`src/rtl/bus_arbiter_m2.sv`:
```
// Two-master bus arbiter with round-robin tie-break, per-tenure timeout and
// lockout of a timed-out master until it drops its request.
//
// state    | meaning
// IDLE     | no owner; arbitrate when all slaves are ready
// GRANT1   | master 1 owns the bus
// GRANT2   | master 2 owns the bus
// HANDOVER | one dead cycle between owners
module bus_arbiter_m2 #(
  parameter int unsigned TIMEOUT_CYCLES = 1023,
  parameter int unsigned CNT_WIDTH      = 10
) (
  input  logic       clk,
  input  logic       rst,
  input  logic       m1_breq,
  input  logic       m2_breq,
  input  logic [2:0] s_ready,
  output logic       m1_bgrant,
  output logic       m2_bgrant,
  output logic       msel,
  output logic       bus_busy,
  output logic       timeout,
  output logic       timeout_id
);

  typedef enum logic [1:0] {IDLE, GRANT1, GRANT2, HANDOVER} state_t;

  localparam bit TMO_EN = (TIMEOUT_CYCLES != 0);
  // Counter holds (cycles granted - 1), so the limit is reached one below TIMEOUT_CYCLES.
  localparam logic [CNT_WIDTH-1:0] TC_LAST = CNT_WIDTH'(TIMEOUT_CYCLES - 1);

  state_t               state, state_nxt;
  logic [CNT_WIDTH-1:0] tenure_cnt, tenure_cnt_nxt;
  logic                 lock1, lock2, lock1_nxt, lock2_nxt;
  logic                 last_m2, last_m2_nxt;
  logic                 msel_nxt, timeout_nxt, timeout_id_nxt;
  logic                 elig1, elig2;

  assign elig1 = m1_breq & ~lock1;
  assign elig2 = m2_breq & ~lock2;

  always_comb begin
    state_nxt      = state;
    tenure_cnt_nxt = tenure_cnt;
    last_m2_nxt    = last_m2;
    msel_nxt       = msel;
    timeout_nxt    = 1'b0;
    timeout_id_nxt = timeout_id;
    lock1_nxt      = lock1 & m1_breq;
    lock2_nxt      = lock2 & m2_breq;

    case (state)
      IDLE: begin
        if (s_ready == 3'b111) begin
          if (elig1 && (!elig2 || last_m2)) begin
            state_nxt      = GRANT1;
            tenure_cnt_nxt = '0;
            last_m2_nxt    = 1'b0;
            msel_nxt       = 1'b0;
          end else if (elig2) begin
            state_nxt      = GRANT2;
            tenure_cnt_nxt = '0;
            last_m2_nxt    = 1'b1;
            msel_nxt       = 1'b1;
          end
        end
      end
      GRANT1: begin
        // A release on the timeout edge wins over the timeout.
        if (!m1_breq) begin
          state_nxt = HANDOVER;
        end else if (TMO_EN && tenure_cnt == TC_LAST) begin
          state_nxt      = HANDOVER;
          timeout_nxt    = 1'b1;
          timeout_id_nxt = 1'b0;
          lock1_nxt      = 1'b1;
        end else begin
          tenure_cnt_nxt = tenure_cnt + CNT_WIDTH'(1);
        end
      end
      GRANT2: begin
        if (!m2_breq) begin
          state_nxt = HANDOVER;
        end else if (TMO_EN && tenure_cnt == TC_LAST) begin
          state_nxt      = HANDOVER;
          timeout_nxt    = 1'b1;
          timeout_id_nxt = 1'b1;
          lock2_nxt      = 1'b1;
        end else begin
          tenure_cnt_nxt = tenure_cnt + CNT_WIDTH'(1);
        end
      end
      HANDOVER: state_nxt = IDLE;
      default:  state_nxt = IDLE;
    endcase
  end

  always_ff @(posedge clk) begin
    if (rst) begin
      state      <= IDLE;
      tenure_cnt <= '0;
      lock1      <= 1'b0;
      lock2      <= 1'b0;
      last_m2    <= 1'b1;
      m1_bgrant  <= 1'b0;
      m2_bgrant  <= 1'b0;
      bus_busy   <= 1'b0;
      msel       <= 1'b0;
      timeout    <= 1'b0;
      timeout_id <= 1'b0;
    end else begin
      state      <= state_nxt;
      tenure_cnt <= tenure_cnt_nxt;
      lock1      <= lock1_nxt;
      lock2      <= lock2_nxt;
      last_m2    <= last_m2_nxt;
      m1_bgrant  <= (state_nxt == GRANT1);
      m2_bgrant  <= (state_nxt == GRANT2);
      bus_busy   <= (state_nxt == GRANT1) || (state_nxt == GRANT2);
      msel       <= msel_nxt;
      timeout    <= timeout_nxt;
      timeout_id <= timeout_id_nxt;
    end
  end

endmodule

```
`config.mk`:
```
export PLATFORM = sky130hd
export DESIGN_NAME = bus_arbiter_m2
export DESIGN_NICKNAME = d
export VERILOG_FILES = /design/src/rtl/bus_arbiter_m2.sv
export SDC_FILE = /design/constraint.sdc
export NUM_CORES = 1
export LEC_CHECK = 0
export ABC_AREA = 0
export CAP_MARGIN = 20
export CORE_UTILIZATION = 32
export DETAILED_ROUTE_END_ITERATION = 10
export MAX_ROUTING_LAYER = met4
export PLACE_DENSITY_LB_ADDON = 0.05
export SYNTH_ARGS = -nofsm -noshare
export SYNTH_HDL_FRONTEND = slang
export SYNTH_SLANG_ARGS = --single-unit
```
`constraint.sdc`:
```
create_clock -name clk -period 2.6 [get_ports clk]
set_input_delay 0.26 -clock clk [delete_from_list [all_inputs] [get_ports clk]]
set_output_delay 0.26 -clock clk [all_outputs]
set_load 0.03 [all_outputs]
```
# After elaboration in Yosys (flattened, before gate mapping)
# Cells that the tools add are included.
dict set report classes {
  n_addsub 1
  eq_ne 13
  n_mux 31
  reduce_logical 11
  bitwise_logic 6
}
# op count
set ops {}
lappend ops {{10-bit two-way mux} 6}
lappend ops {{10-bit case mux with 3 select lines} 1}
lappend ops {{1-bit two-way mux} 15}
lappend ops {{2-bit two-way mux} 6}
lappend ops {{10-bit by 1-bit adder with 10-bit output (second input constant)} 1}
lappend ops {{10-bit equality test (second input constant)} 1}
lappend ops {{2-bit inequality test (second input constant)} 5}
lappend ops {{5-bit AND reduction} 2}
lappend ops {{2-bit case mux with 4 select lines} 1}
lappend ops {{2-bit equality test (second input constant)} 3}
lappend ops {{1-bit bitwise AND} 4}
lappend ops {{2-bit by 1-bit equality test with 1-bit output (second input constant)} 2}
lappend ops {{1-bit case mux with 2 select lines} 2}
lappend ops {{2-bit nonzero test} 2}
lappend ops {{3-bit equality test (second input constant)} 1}
lappend ops {{3-bit inequality test (second input constant)} 1}
lappend ops {{3-bit AND reduction} 1}
lappend ops {{3-bit nonzero test} 1}
lappend ops {{2-bit logical NOT} 1}
lappend ops {{1-bit logical OR} 2}
lappend ops {{1-bit NOT} 2}
lappend ops {{1-bit logical AND} 1}
lappend ops {{1-bit logical NOT} 1}
dict set report word_totals {
  register_bits 21
  in_bits 7
  wordCells 73
}

# Logic depth before layout (Yosys ltp)
dict set report logic_depth {
  depth_word 10
  mapped_depth 8
  mapped_depth_nobuf 8
}

# Least setup slack after synthesis
# OpenSTA, ideal clock, no wires.
dict set report synth_path {
  path_kind {flip-flop to flip-flop}
  start {register tenure_cnt[0]}
  end {register bus_busy}
  t_arrival_ps 1755
  setup_time_ps 67
  synth_period_minus_slack_ps 1822
  stages_incl_launch_ff 9
  slack_ps 778
  path_cell_list {dfxtp_1 -> inv_1 -> ha_1 -> and3_1 -> nand4_4 -> a31o_1 -> a221oi_2 -> ha_1 -> nor2_1}
}
dict set report synth_via {
  elab_chain_len 6
  word_cells_on_any_way 8
  classes_between {3 x eq/ne; 4 x mux; 1 x reduce/logical}
}
# item line
set synth_lines {}
lappend synth_lines {{from (decl)} 33} ;# logic [CNT_WIDTH-1:0] tenure_cnt, tenure_cnt_nxt;
lappend synth_lines {{from (signal assigned)} 113} ;# tenure_cnt <= tenure_cnt_nxt;
lappend synth_lines {{10-bit equality test (*)} {72, 84}}
lappend synth_lines {{2-bit two-way mux (*)} {72, 84}}
lappend synth_lines {{2-bit two-way mux, on equally long branches} {82, 70}}
lappend synth_lines {{2-bit case mux with 4 select lines (*)} 52} ;# case (state)
lappend synth_lines {{2-bit by 1-bit equality test with 1-bit output / 2-bit equality test (equally long branches)} 119} ;# bus_busy <= (state_nxt == GRANT1) || (state_nxt == GRANT2);
lappend synth_lines {{1-bit logical OR (*)} 119}
lappend synth_lines {{to (signal assigned)} 119}
lappend synth_lines {{to (decl)} 21} ;# output logic bus_busy,
# Every way passes the cells marked *; elsewhere a longest branch is shown, timed or not.
# A chain may end at the register's enable or synchronous reset.

# Final worst setup path
dict set report layout_path {
  start {register state[1]}
  end {register tenure_cnt[4]}
}
dict set report layout_via {
  elab_chain_len 3
  word_cells_on_any_way 10
  classes_between {6 x eq/ne; 1 x mux; 3 x reduce/logical}
}
# item line
set layout_lines {}
lappend layout_lines {{from (decl)} 32} ;# state_t state, state_nxt;
lappend layout_lines {{from (signal assigned)} 112} ;# state <= state_nxt;
lappend layout_lines {{2-bit equality test, or another cell as far along} 52}
lappend layout_lines {{2-bit inequality test (no source line), or another cell as far along} n/a}
lappend layout_lines {{5-bit AND reduction (no source line)} n/a}
# Parallel ways exist; a longest one is shown, timed or not.

==> flow_metrics.env <==
export IMPL_hold_viol_final=0
export IMPL_drc=0
export IMPL_ir_drop_uv=306.8
export IMPL_cp_max_fo=10
export IMPL_dp_slack_ps=395.5
export IMPL_grt_pass1_wl_um=4485
export IMPL_min_to="lock1"
export IMPL_p_seq_share_pct=43.1
export IMPL_critPathBufInv=1
export IMPL_reg2reg_slack_ps=540
export IMPL_r2r_end="tenure_cnt[4]"
export IMPL_numCtsBuffers=3
export IMPL_wirelength_um=2711
export IMPL_rsz0062_at_grt="false"
export IMPL_min_path_cells=2
export IMPL_critPathLaunchType="register"
export IMPL_holdBufCountCts=0
export IMPL_p_sw_w=0.0003085
export IMPL_relSlewSlack_pct=60.13
export IMPL_met2_usage_pct=22.67
export IMPL_dieArea_um2=3772
export IMPL_status="finished, final reports clean"
export IMPL_diodes=0
export IMPL_dp_hpwl_um=1941
export IMPL_synth_edf_count=0
export IMPL_tritoncts="yes"
export IMPL_die_w_um=61.42
export IMPL_grt_total_usage_pct=17.00
export IMPL_setup_ws_ps=538.0
export IMPL_avgRoutedWirePerCell_um=14.27
export IMPL_setup_viol_count_final=0
export IMPL_met1_usage_pct=24.97
export IMPL_required_ps=2830
export IMPL_area_delta_synth_final_pct=17.72
export IMPL_ios=13
export IMPL_fin_crit_ps=2062
export IMPL_min_from="lock1"
export IMPL_io_buffers=12
export IMPL_clock_skew_ps=16.08
export IMPL_power_density_nw_per_um2=620.6
export IMPL_cp_cell_sequence="inv_1 > ha_1 > mux2i_1 > nor2_1 > a311oi_1"
export IMPL_fp_row_count=21
export IMPL_syn_inst=130
export IMPL_cp_top_family="multiplexers"
export IMPL_top_usage_layer="met1"
export IMPL_tightest_slew_ps=581.4
export IMPL_viasPerCell=5.500
export IMPL_syn_nets=143
export IMPL_drv_cap=0
export IMPL_crit_start="state[1]"
export IMPL_clock_sinks=21
export IMPL_root_buffer="clkbuf_4"
export IMPL_cts_resized=0
export IMPL_synth_main_ff_cell="dfxtp_1"
export IMPL_maxSlewViolCount=0
export IMPL_gr_usage_met3_pct=3.151
export IMPL_coreArea_um2=3363
export IMPL_fin_crit_sh_pct=79.31
export IMPL_combinationalPowerShare_pct=36.3
export IMPL_via_count=1045
export IMPL_ys_ff_latch=21
export IMPL_gp_congestion=0.8750
export IMPL_clk_pin_slew_ps=140
export IMPL_cp_arrival_ps=2290
export IMPL_synth_avg_cell_area_um2=8.691
export IMPL_p_leak_nw=0.5360
export IMPL_antenna_found_initial=0
export IMPL_grt_overflow=0
export IMPL_r2r_cells=5
export IMPL_cts_htree_levels=1
export IMPL_yosys_warnings=0
export IMPL_critPathMaxStageDelay_ps=570
export IMPL_first_pass_iters=4
export IMPL_drtIter0Drc=57
export IMPL_ant_nets=0
export IMPL_critPathCaptureType="register"
export IMPL_start_util_pct=33.59
export IMPL_cts_setup_buffers=0
export IMPL_async_flop_share_pct=0
export IMPL_finalSetupTns_ps=0
export IMPL_power_internal_w=0.0005169
export IMPL_switching_share_pct=37.37
export IMPL_crit_slowest_cell="mux2i_1"
export IMPL_max_freq_ghz=0.4850
export IMPL_grt_max_degree=12
export IMPL_worstReg2RegStart="state[1]"
export IMPL_ys_types=43
export IMPL_syn_cell_area_um2=1130
export IMPL_grt_pass1_vias=931
export IMPL_clk_latency_ps=320
export IMPL_clock_power_share_pct=20.6
export IMPL_cts_path_max_buffers=2
export IMPL_power_total_w=0.0008254
export IMPL_die_h_um=61.42
export IMPL_crit_type="reg2reg"
export IMPL_num_nets_final=158
export IMPL_hold_class="reg2reg"
export IMPL_yosysSeqAreaShare_pct=37.21
export IMPL_drive_gt1_share_pct=6.250
export IMPL_whs_ps=470.9
## per-layer routing
layer | vias up | wire (um) | share of wire, %
li1 | 519 | - | -
met1 | 496 | 1437 | 53
met2 | 25 | 1136 | 42
met3 | 5 | 92 | 3.4
met4 | 0 | 45 | 1.7
met5 | - | 0 | 0
## worst max path at each step
stage / depth (start not counted) / slack [ps] / to
5_1_grt: 5 / 390 / tenure_cnt[4]
2_1_floorplan: 8 / 780 / bus_busy
3_5_place_dp: 6 / 400 / tenure_cnt[3]
4_1_cts: 5 / 540 / tenure_cnt[4]
6_report: 5 / 540 / tenure_cnt[4]
3_3_place_gp: 6 / 460 / tenure_cnt[7]
## kinds of logic (layout without fill, tap and decap cells)
kind of cell	after synthesis	in the layout	synth area share (%)
muxes	1	1	0.8860
adders and majority gates	6	6	6.644
and+or+nand+nor	54	54	26.58
AOI/OAI and AO/OA	37	37	25.03
buffers and inverters	11	25	3.655
DFF	21	21	37.21
## synthesized netlist by cell type (3+ instances only)
cell type	count	area [um2]
and4_1	3	26.28
ha_1	6	75.07
dfxtp_1	21	420.4
nand3_1	5	25.02
o21ai_0	3	15.01
inv_1	8	30.03
nor2_1	11	41.29
a21oi_1	5	25.02
nand2_1	15	56.30
a211oi_1	3	22.52
and3_1	3	18.77
clkbuf_1	3	11.26
## power groups by stage
stage | clock network, W | registers, W | logic (W)
after floorplan | 0 | 0.000388 | 0.000182
after global routing | 0.000196 | 0.000359 | 0.000333
after global placement | 0 | 0.000363 | 0.000299
after CTS | 0.000178 | 0.000356 | 0.000299
final | 0.000170 | 0.000356 | 0.000299
after detailed placement | 0 | 0.000363 | 0.000297
## cell usage in the layout, fill, tap and decap left out, drive strengths merged, types with 3 or more instances in the layout
cell / instances
clkdlybuf4s50: 12
nand3: 5
clkbuf: 4
o21ai: 3
nand4: 3
ha: 6
a211oi: 3
dfxtp: 21
inv: 8
and4: 4
nand2: 15
and3: 4
a21oi: 5
nor2: 11
and2: 3
## tightest hold or removal path: cells and delay by family, from the launching register on
kind                   cells  cell delay [ps]
AO/OA/AOI/OAI              1               50
buffers and inverters      1               50
flip-flops                 1              340
## registers in the layout, indices dropped and copies added, names as in the netlist
signal and count:
tenure_cnt 10, m2_bgrant 1, state 2, m1_bgrant 1, bus_busy 1, msel 1
lock1 1, last_m2 1, lock2 1, timeout_id 1, timeout 1
## stage by stage
| stage | util (%) | area [um2] | instances |
|---|---|---|---|
| after CTS | 39.55 | 1330 | 190 |
| after global routing | 39.55 | 1330 | 190 |
| after floorplan | - | 1130 | 130 |
| after detailed placement | 38.76 | 1304 | 186 |
| final | 39.55 | 1330 | 190 |
| after global placement | 38.76 | 1304 | 186 |
## cell type report
type	count	area [um2]
clock buffers	4	26.28
fillers	370	2033
inverters	8	30.03
multi-input cells	98	668.1
flip-flops and latches	21	420.4
well taps	46	57.56
repair buffers	13	127.6
(Power assumes the default switching activity.)
